### src/rtl/mem_arbiter.sv
// Arbitrates fetch-line, load and committed-store requests onto the byte-serial
// memory controller, one transaction at a time, with fetch anti-starvation and rollback.
module mem_arbiter #(
    parameter int STARVE_MAX = 4,
    parameter int LINE_BYTES = 64
) (
    input  logic                    clk,
    input  logic                    rst,
    input  logic                    rdy,
    input  logic                    rollback,

    input  logic                    if_req,
    input  logic [31:0]             if_addr,
    output logic                    if_done,
    output logic [8*LINE_BYTES-1:0] if_data,

    input  logic                    ld_req,
    input  logic [31:0]             ld_addr,
    input  logic [2:0]              ld_len,
    output logic                    ld_done,
    output logic [31:0]             ld_data,

    input  logic                    st_req,
    input  logic [31:0]             st_addr,
    input  logic [2:0]              st_len,
    input  logic [31:0]             st_data,
    output logic                    st_done,

    output logic                    mc_en,
    output logic                    mc_if,
    output logic                    mc_wr,
    output logic [31:0]             mc_addr,
    output logic [2:0]              mc_len,
    output logic [31:0]             mc_wdata,
    input  logic                    mc_if_done,
    input  logic [8*LINE_BYTES-1:0] mc_if_data,
    input  logic                    mc_lsb_done,
    input  logic [31:0]             mc_lsb_rdata
);
    localparam int LINE_W = 8 * LINE_BYTES;

    localparam logic [1:0] ST_IDLE  = 2'd0;
    localparam logic [1:0] ST_BUSY  = 2'd1;
    localparam logic [1:0] ST_DRAIN = 2'd2;

    localparam logic [1:0] OWN_FETCH = 2'd0;
    localparam logic [1:0] OWN_LOAD  = 2'd1;
    localparam logic [1:0] OWN_STORE = 2'd2;

    localparam logic [3:0] STREAK_LIMIT = 4'(STARVE_MAX);

    logic [1:0]        state_q,   state_d;
    logic [1:0]        owner_q,   owner_d;
    logic [3:0]        streak_q,  streak_d;
    logic              mcEn_q,    mcEn_d;
    logic              mcIf_q,    mcIf_d;
    logic              mcWr_q,    mcWr_d;
    logic [31:0]       mcAddr_q,  mcAddr_d;
    logic [2:0]        mcLen_q,   mcLen_d;
    logic [31:0]       mcWdata_q, mcWdata_d;
    logic              ifDone_q,  ifDone_d;
    logic              ldDone_q,  ldDone_d;
    logic              stDone_q,  stDone_d;
    logic [LINE_W-1:0] ifData_q,  ifData_d;
    logic [31:0]       ldData_q,  ldData_d;

    logic grantFetch;
    logic grantLoad;
    logic grantStore;
    logic ownerDone;
    logic cancel;

    // A waiting fetch that has been passed over STARVE_MAX times jumps the queue.
    always_comb begin
        grantFetch = 1'b0;
        grantLoad  = 1'b0;
        grantStore = 1'b0;
        if (state_q == ST_IDLE && !rollback) begin
            if (if_req && streak_q == STREAK_LIMIT) begin
                grantFetch = 1'b1;
            end else if (st_req) begin
                grantStore = 1'b1;
            end else if (ld_req) begin
                grantLoad = 1'b1;
            end else if (if_req) begin
                grantFetch = 1'b1;
            end
        end
    end

    always_comb begin
        ownerDone = (owner_q == OWN_FETCH) ? mc_if_done : mc_lsb_done;
        cancel    = rollback && (owner_q != OWN_STORE);
    end

    always_comb begin
        state_d   = state_q;
        owner_d   = owner_q;
        streak_d  = streak_q;
        mcEn_d    = mcEn_q;
        mcIf_d    = mcIf_q;
        mcWr_d    = mcWr_q;
        mcAddr_d  = mcAddr_q;
        mcLen_d   = mcLen_q;
        mcWdata_d = mcWdata_q;
        ifDone_d  = 1'b0;
        ldDone_d  = 1'b0;
        stDone_d  = 1'b0;
        ifData_d  = ifData_q;
        ldData_d  = ldData_q;

        if (!if_req || grantFetch) begin
            streak_d = 4'd0;
        end else if ((grantLoad || grantStore) && streak_q != STREAK_LIMIT) begin
            streak_d = streak_q + 4'd1;
        end

        case (state_q)
            ST_IDLE: begin
                if (grantFetch) begin
                    state_d   = ST_BUSY;
                    owner_d   = OWN_FETCH;
                    mcEn_d    = 1'b1;
                    mcIf_d    = 1'b1;
                    mcWr_d    = 1'b0;
                    mcAddr_d  = if_addr;
                    mcLen_d   = 3'd0;
                    mcWdata_d = 32'd0;
                end else if (grantStore) begin
                    state_d   = ST_BUSY;
                    owner_d   = OWN_STORE;
                    mcEn_d    = 1'b1;
                    mcIf_d    = 1'b0;
                    mcWr_d    = 1'b1;
                    mcAddr_d  = st_addr;
                    mcLen_d   = st_len;
                    mcWdata_d = st_data;
                end else if (grantLoad) begin
                    state_d   = ST_BUSY;
                    owner_d   = OWN_LOAD;
                    mcEn_d    = 1'b1;
                    mcIf_d    = 1'b0;
                    mcWr_d    = 1'b0;
                    mcAddr_d  = ld_addr;
                    mcLen_d   = ld_len;
                    mcWdata_d = 32'd0;
                end
            end

            ST_BUSY: begin
                if (cancel) begin
                    // A cancelled fetch still owes us one mc_if_done unless it lands right now.
                    mcEn_d  = 1'b0;
                    mcIf_d  = 1'b0;
                    mcWr_d  = 1'b0;
                    state_d = (owner_q == OWN_FETCH && !mc_if_done) ? ST_DRAIN : ST_IDLE;
                end else if (ownerDone) begin
                    mcEn_d  = 1'b0;
                    mcIf_d  = 1'b0;
                    mcWr_d  = 1'b0;
                    state_d = ST_IDLE;
                    case (owner_q)
                        OWN_FETCH: begin
                            ifDone_d = 1'b1;
                            ifData_d = mc_if_data;
                        end
                        OWN_LOAD: begin
                            ldDone_d = 1'b1;
                            ldData_d = mc_lsb_rdata;
                        end
                        default: begin
                            stDone_d = 1'b1;
                        end
                    endcase
                end
            end

            ST_DRAIN: begin
                if (mc_if_done) begin
                    state_d = ST_IDLE;
                end
            end

            default: begin
                state_d = ST_IDLE;
            end
        endcase
    end

    // While rdy is low everything holds except the done pulses, which are dropped.
    always_ff @(posedge clk) begin
        if (rst) begin
            state_q   <= ST_IDLE;
            owner_q   <= OWN_FETCH;
            streak_q  <= 4'd0;
            mcEn_q    <= 1'b0;
            mcIf_q    <= 1'b0;
            mcWr_q    <= 1'b0;
            mcAddr_q  <= 32'd0;
            mcLen_q   <= 3'd0;
            mcWdata_q <= 32'd0;
            ifDone_q  <= 1'b0;
            ldDone_q  <= 1'b0;
            stDone_q  <= 1'b0;
            ifData_q  <= '0;
            ldData_q  <= 32'd0;
        end else if (rdy) begin
            state_q   <= state_d;
            owner_q   <= owner_d;
            streak_q  <= streak_d;
            mcEn_q    <= mcEn_d;
            mcIf_q    <= mcIf_d;
            mcWr_q    <= mcWr_d;
            mcAddr_q  <= mcAddr_d;
            mcLen_q   <= mcLen_d;
            mcWdata_q <= mcWdata_d;
            ifDone_q  <= ifDone_d;
            ldDone_q  <= ldDone_d;
            stDone_q  <= stDone_d;
            ifData_q  <= ifData_d;
            ldData_q  <= ldData_d;
        end else begin
            ifDone_q  <= 1'b0;
            ldDone_q  <= 1'b0;
            stDone_q  <= 1'b0;
        end
    end

    assign if_done  = ifDone_q & rdy;
    assign ld_done  = ldDone_q & rdy;
    assign st_done  = stDone_q & rdy;
    assign if_data  = ifData_q;
    assign ld_data  = ldData_q;
    assign mc_en    = mcEn_q;
    assign mc_if    = mcIf_q;
    assign mc_wr    = mcWr_q;
    assign mc_addr  = mcAddr_q;
    assign mc_len   = mcLen_q;
    assign mc_wdata = mcWdata_q;

endmodule

### config.mk
export PLATFORM = sky130hd
export DESIGN_NAME = mem_arbiter
export DESIGN_NICKNAME = d
export VERILOG_FILES = /design/src/rtl/mem_arbiter.sv
export SDC_FILE = /design/constraint.sdc
export NUM_CORES = 1
export LEC_CHECK = 0
export CAP_MARGIN = 10
export CORE_AREA = 5 5 506 508
export DETAILED_ROUTE_END_ITERATION = 10
export DIE_AREA = 0 0 511 513
export HOLD_SLACK_MARGIN = 0.02
export SYNTH_ARGS = -nofsm -noshare
export SYNTH_HDL_FRONTEND = slang
export SYNTH_SLANG_ARGS = --single-unit
### constraint.sdc
create_clock -name clk -period 4.75 [get_ports clk]
set_input_delay 0.95 -clock clk [delete_from_list [all_inputs] [get_ports clk]]
set_output_delay 0.95 -clock clk [all_outputs]
set_load 0.01 [all_outputs]
==> results.ini <==
[yosys]
synth_nets = 3453
synth.most_common_cell = nand2_1
synth.top_cells.by_area = dfxtp_1 (57%), nand2_1 (19%), a21oi_1 (13%)
syn_inst = 2764
synth_cell_types = 46
synth_commonest_cells = nand2_1 (1127), dfxtp_1 (625), a21oi_1 (588), clkbuf_1 (138), buf_2 (71)
seq_area_frac_synth = 0.5696
avgSynthCellArea_sq_um = 7.948
synth-seq-cells = 625
synth_top_area_share = 0.5696
ys.flop_type = dfxtp_1
synth_async_sr_flop_share = 0
synth_edf_count = 0
yosysWarnings = 0
synth_top_cell_by_area = dfxtp_1
synth_area_sq_um = 21970

[die]
io_pins = 1304
start_util = 0.08762
die_h_um = 513
core_sq_um = 250700
die_x_um = 511
die-area_sq_um = 262100
rows = 184

[power_and_ir_drop]
power_uw = 13110
clkPwrFrac = 0.496
sw_frac_of_total = 0.2550
vdd_ir_drop_max_v = 0.0002369
power_density_nw_per_um2 = 313.8
seqPwrFrac = 0.409
switching_power_uw = 3342
p_comb_frac = 0.095
total_leakage_power_uw = 0.01299
cellInternalPower_uw = 9765

[cts]
numCtsBuffers = 84
cts_setup_buffers = 0
root_buffer = clkbuf_16
insertion_delay_ns = 0.70
post_cts_resized = 0
holdBufCountCts = 0
clk_pin_slew_ns = 0.05
htree_levels = 3
cts.sinks = 625
cts_tree = done
clockBufferDepth = 3

[critical_path]
slowest_stage = clkdlybuf4s50_1
crit_required_ns = 3.80
critical_path.cell_chain = clkdlybuf4s50_1 -> and2_1 -> clkdlybuf4s50_1
cpMostUsedCell = clkdlybuf4s50_1
start_kind = primary input
cp.arrival_ns = 2.81
end_kind = output port
crit_fanout = 17
slowest_delay_ns = 1.06
crit_type = in2out

[timing]
period_minus_slack_ns = 3.762
hold_viol = 0
fin_setup_tns_ns = 0
relSlewSlack = 0.4003
drv_slew = 0
setup-violations-final = 0
rsz0062_at_grt = no
period_share = 0.7920
finalClockSkew_ns = 0.01624
worst_pin_slew_ns = 0.8968
fmax_mhz = 265.8
fin_ws_ns = 0.9879

[global_route]
grt_max_degree = 140
grt_pass1_vias = 24860
grt_first_pass_wirelength_mm = 268.1
grt_antenna_before_repair = 320
gr-total-overflow = 0
grt.total_usage = 0.1565

[drt]
drt_iter0_markers = 2034
wl_per_cell_um = 28.93
drc = 0
vias = 26030
wl_mm = 215.7
dr.pass1.iters = 10
antenna_left = 0
avgViaCountPerCell = 3.491

[finish]
fin_area_sq_um = 41770
nets = 4665
layout-drive-gt1-share = 0.04630
area_delta_synth_final_pct = 90.16

[place]
place.gp.congestion = 0.9457
hpwl_mm = 186.5
dp_worst_setup_slack_ns = 0.9848
io_buffers = 1303
dpl_cell_area_sq_um = 38840

[job]
maxCapViolations = 0

[min_path]
hp-class = reg2reg

[outcome]
status = finished, final reports clean

==> power by group through the flow <==
stage                     registers, uW  logic (uW)  clock network (uW)
after floorplan                    5490         267                   0
after global placement             5470        1250                   0
after detailed placement           5480        1260                   0
after CTS                          5360        1260                6810
after global routing               5370        1320                6960
final                              5360        1250                6500
==> final cells by class <==
class                           instances  area [sq um]
Antenna cell                           71         177.7
Inverter                                6         22.52
Multi-Input combinational cell       1913          8542
Clock inverter                         37         421.7
Clock buffer                          112          2337
Tap cell                             3348          4189
Timing Repair Buffer                 1346         13570
Sequential cell                       625         12510
Fill cell                           28090        208900
==> registers in the layout, summed over array words and instances (netlist names), 2 cells and up <==
| register | cells |
|---|---|
| if_data | 512 |
| ld_data | 32 |
| mc_addr | 32 |
| mc_len | 3 |
| mc_wdata | 32 |
| owner_q | 2 |
| state_q | 2 |
| streak_q | 4 |
==> cell families (layout without fill, tap and decap cells) <==
group                      count (synthesis)  in the layout  synth area share
other                                      0             71                 0
xor gates and xnor gates                   3              3          0.001196
buffers and inverters                    226           1501           0.04369
and+or+nand+nor                         1234           1234            0.2174
AOI/OAI and AO/OA                        673            673            0.1665
muxes                                      1              1         0.0004557
adders and majority gates                  2              2          0.001139
DFF                                      625            625            0.5696
==> per-stage QoR <==
stage               hold WS, ns  utilization  instances
floorplan                0.4743            -       2764
global placement         0.4384       0.1549       7238
detailed placement       0.4462       0.1549       7238
CTS                      0.4521       0.1659       7387
global route             0.4616       0.1661       7409
finish                   0.4498       0.1666       7458
==> path summary, 6_finish.rpt <==
| kind | start | end | slack (ns) | cells after the start |
|---|---|---|---|---|
| worst max-delay path | rdy | if_done | 0.99 | 3 |
| worst min-delay path | mc_wdata[3] | mc_wdata[3] | 0.45 | 2 |
| worst max register to register | state_q[0] | if_data[394] | 1.93 | 6 |
| worst min register to register | mc_wdata[3] | mc_wdata[3] | 0.45 | 2 |
==> worst max-delay path: cells and delay by family <==
kind / cells / cell delay, ns
buffers and inverters: 2 / 1.62
and+or+nand+nor: 1 / 0.24
==> layout by cell type (no fill, tap or decap), types with 6 or more instances in the layout <==
| master | count |
|---|---|
| o21ai_0 | 6 |
| buf_12 | 16 |
| nor3_1 | 10 |
| diode_2 | 71 |
| clkinv_4 | 7 |
| buf_4 | 27 |
| nor2_1 | 41 |
| clkinv_2 | 12 |
| clkbuf_16 | 84 |
| a211oi_1 | 32 |
| clkdlybuf4s50_1 | 1302 |
| clkbuf_8 | 13 |
| nand3_1 | 34 |
| clkbuf_1 | 15 |
| a222oi_1 | 26 |
| a22oi_1 | 6 |
| nand2_1 | 1127 |
| a21oi_1 | 588 |
| dfxtp_1 | 625 |
==> per-layer routing <==
metal | vias up | global-route usage | share of wire
li1 | 11660 | - | -
met5 | - | 0 | 0.0089
met3 | 579 | 0.1521 | 0.20
met1 | 11920 | 0.1529 | 0.34
met4 | 296 | 0.05368 | 0.043
met2 | 1581 | 0.2289 | 0.40
(Power assumes the default switching activity.)
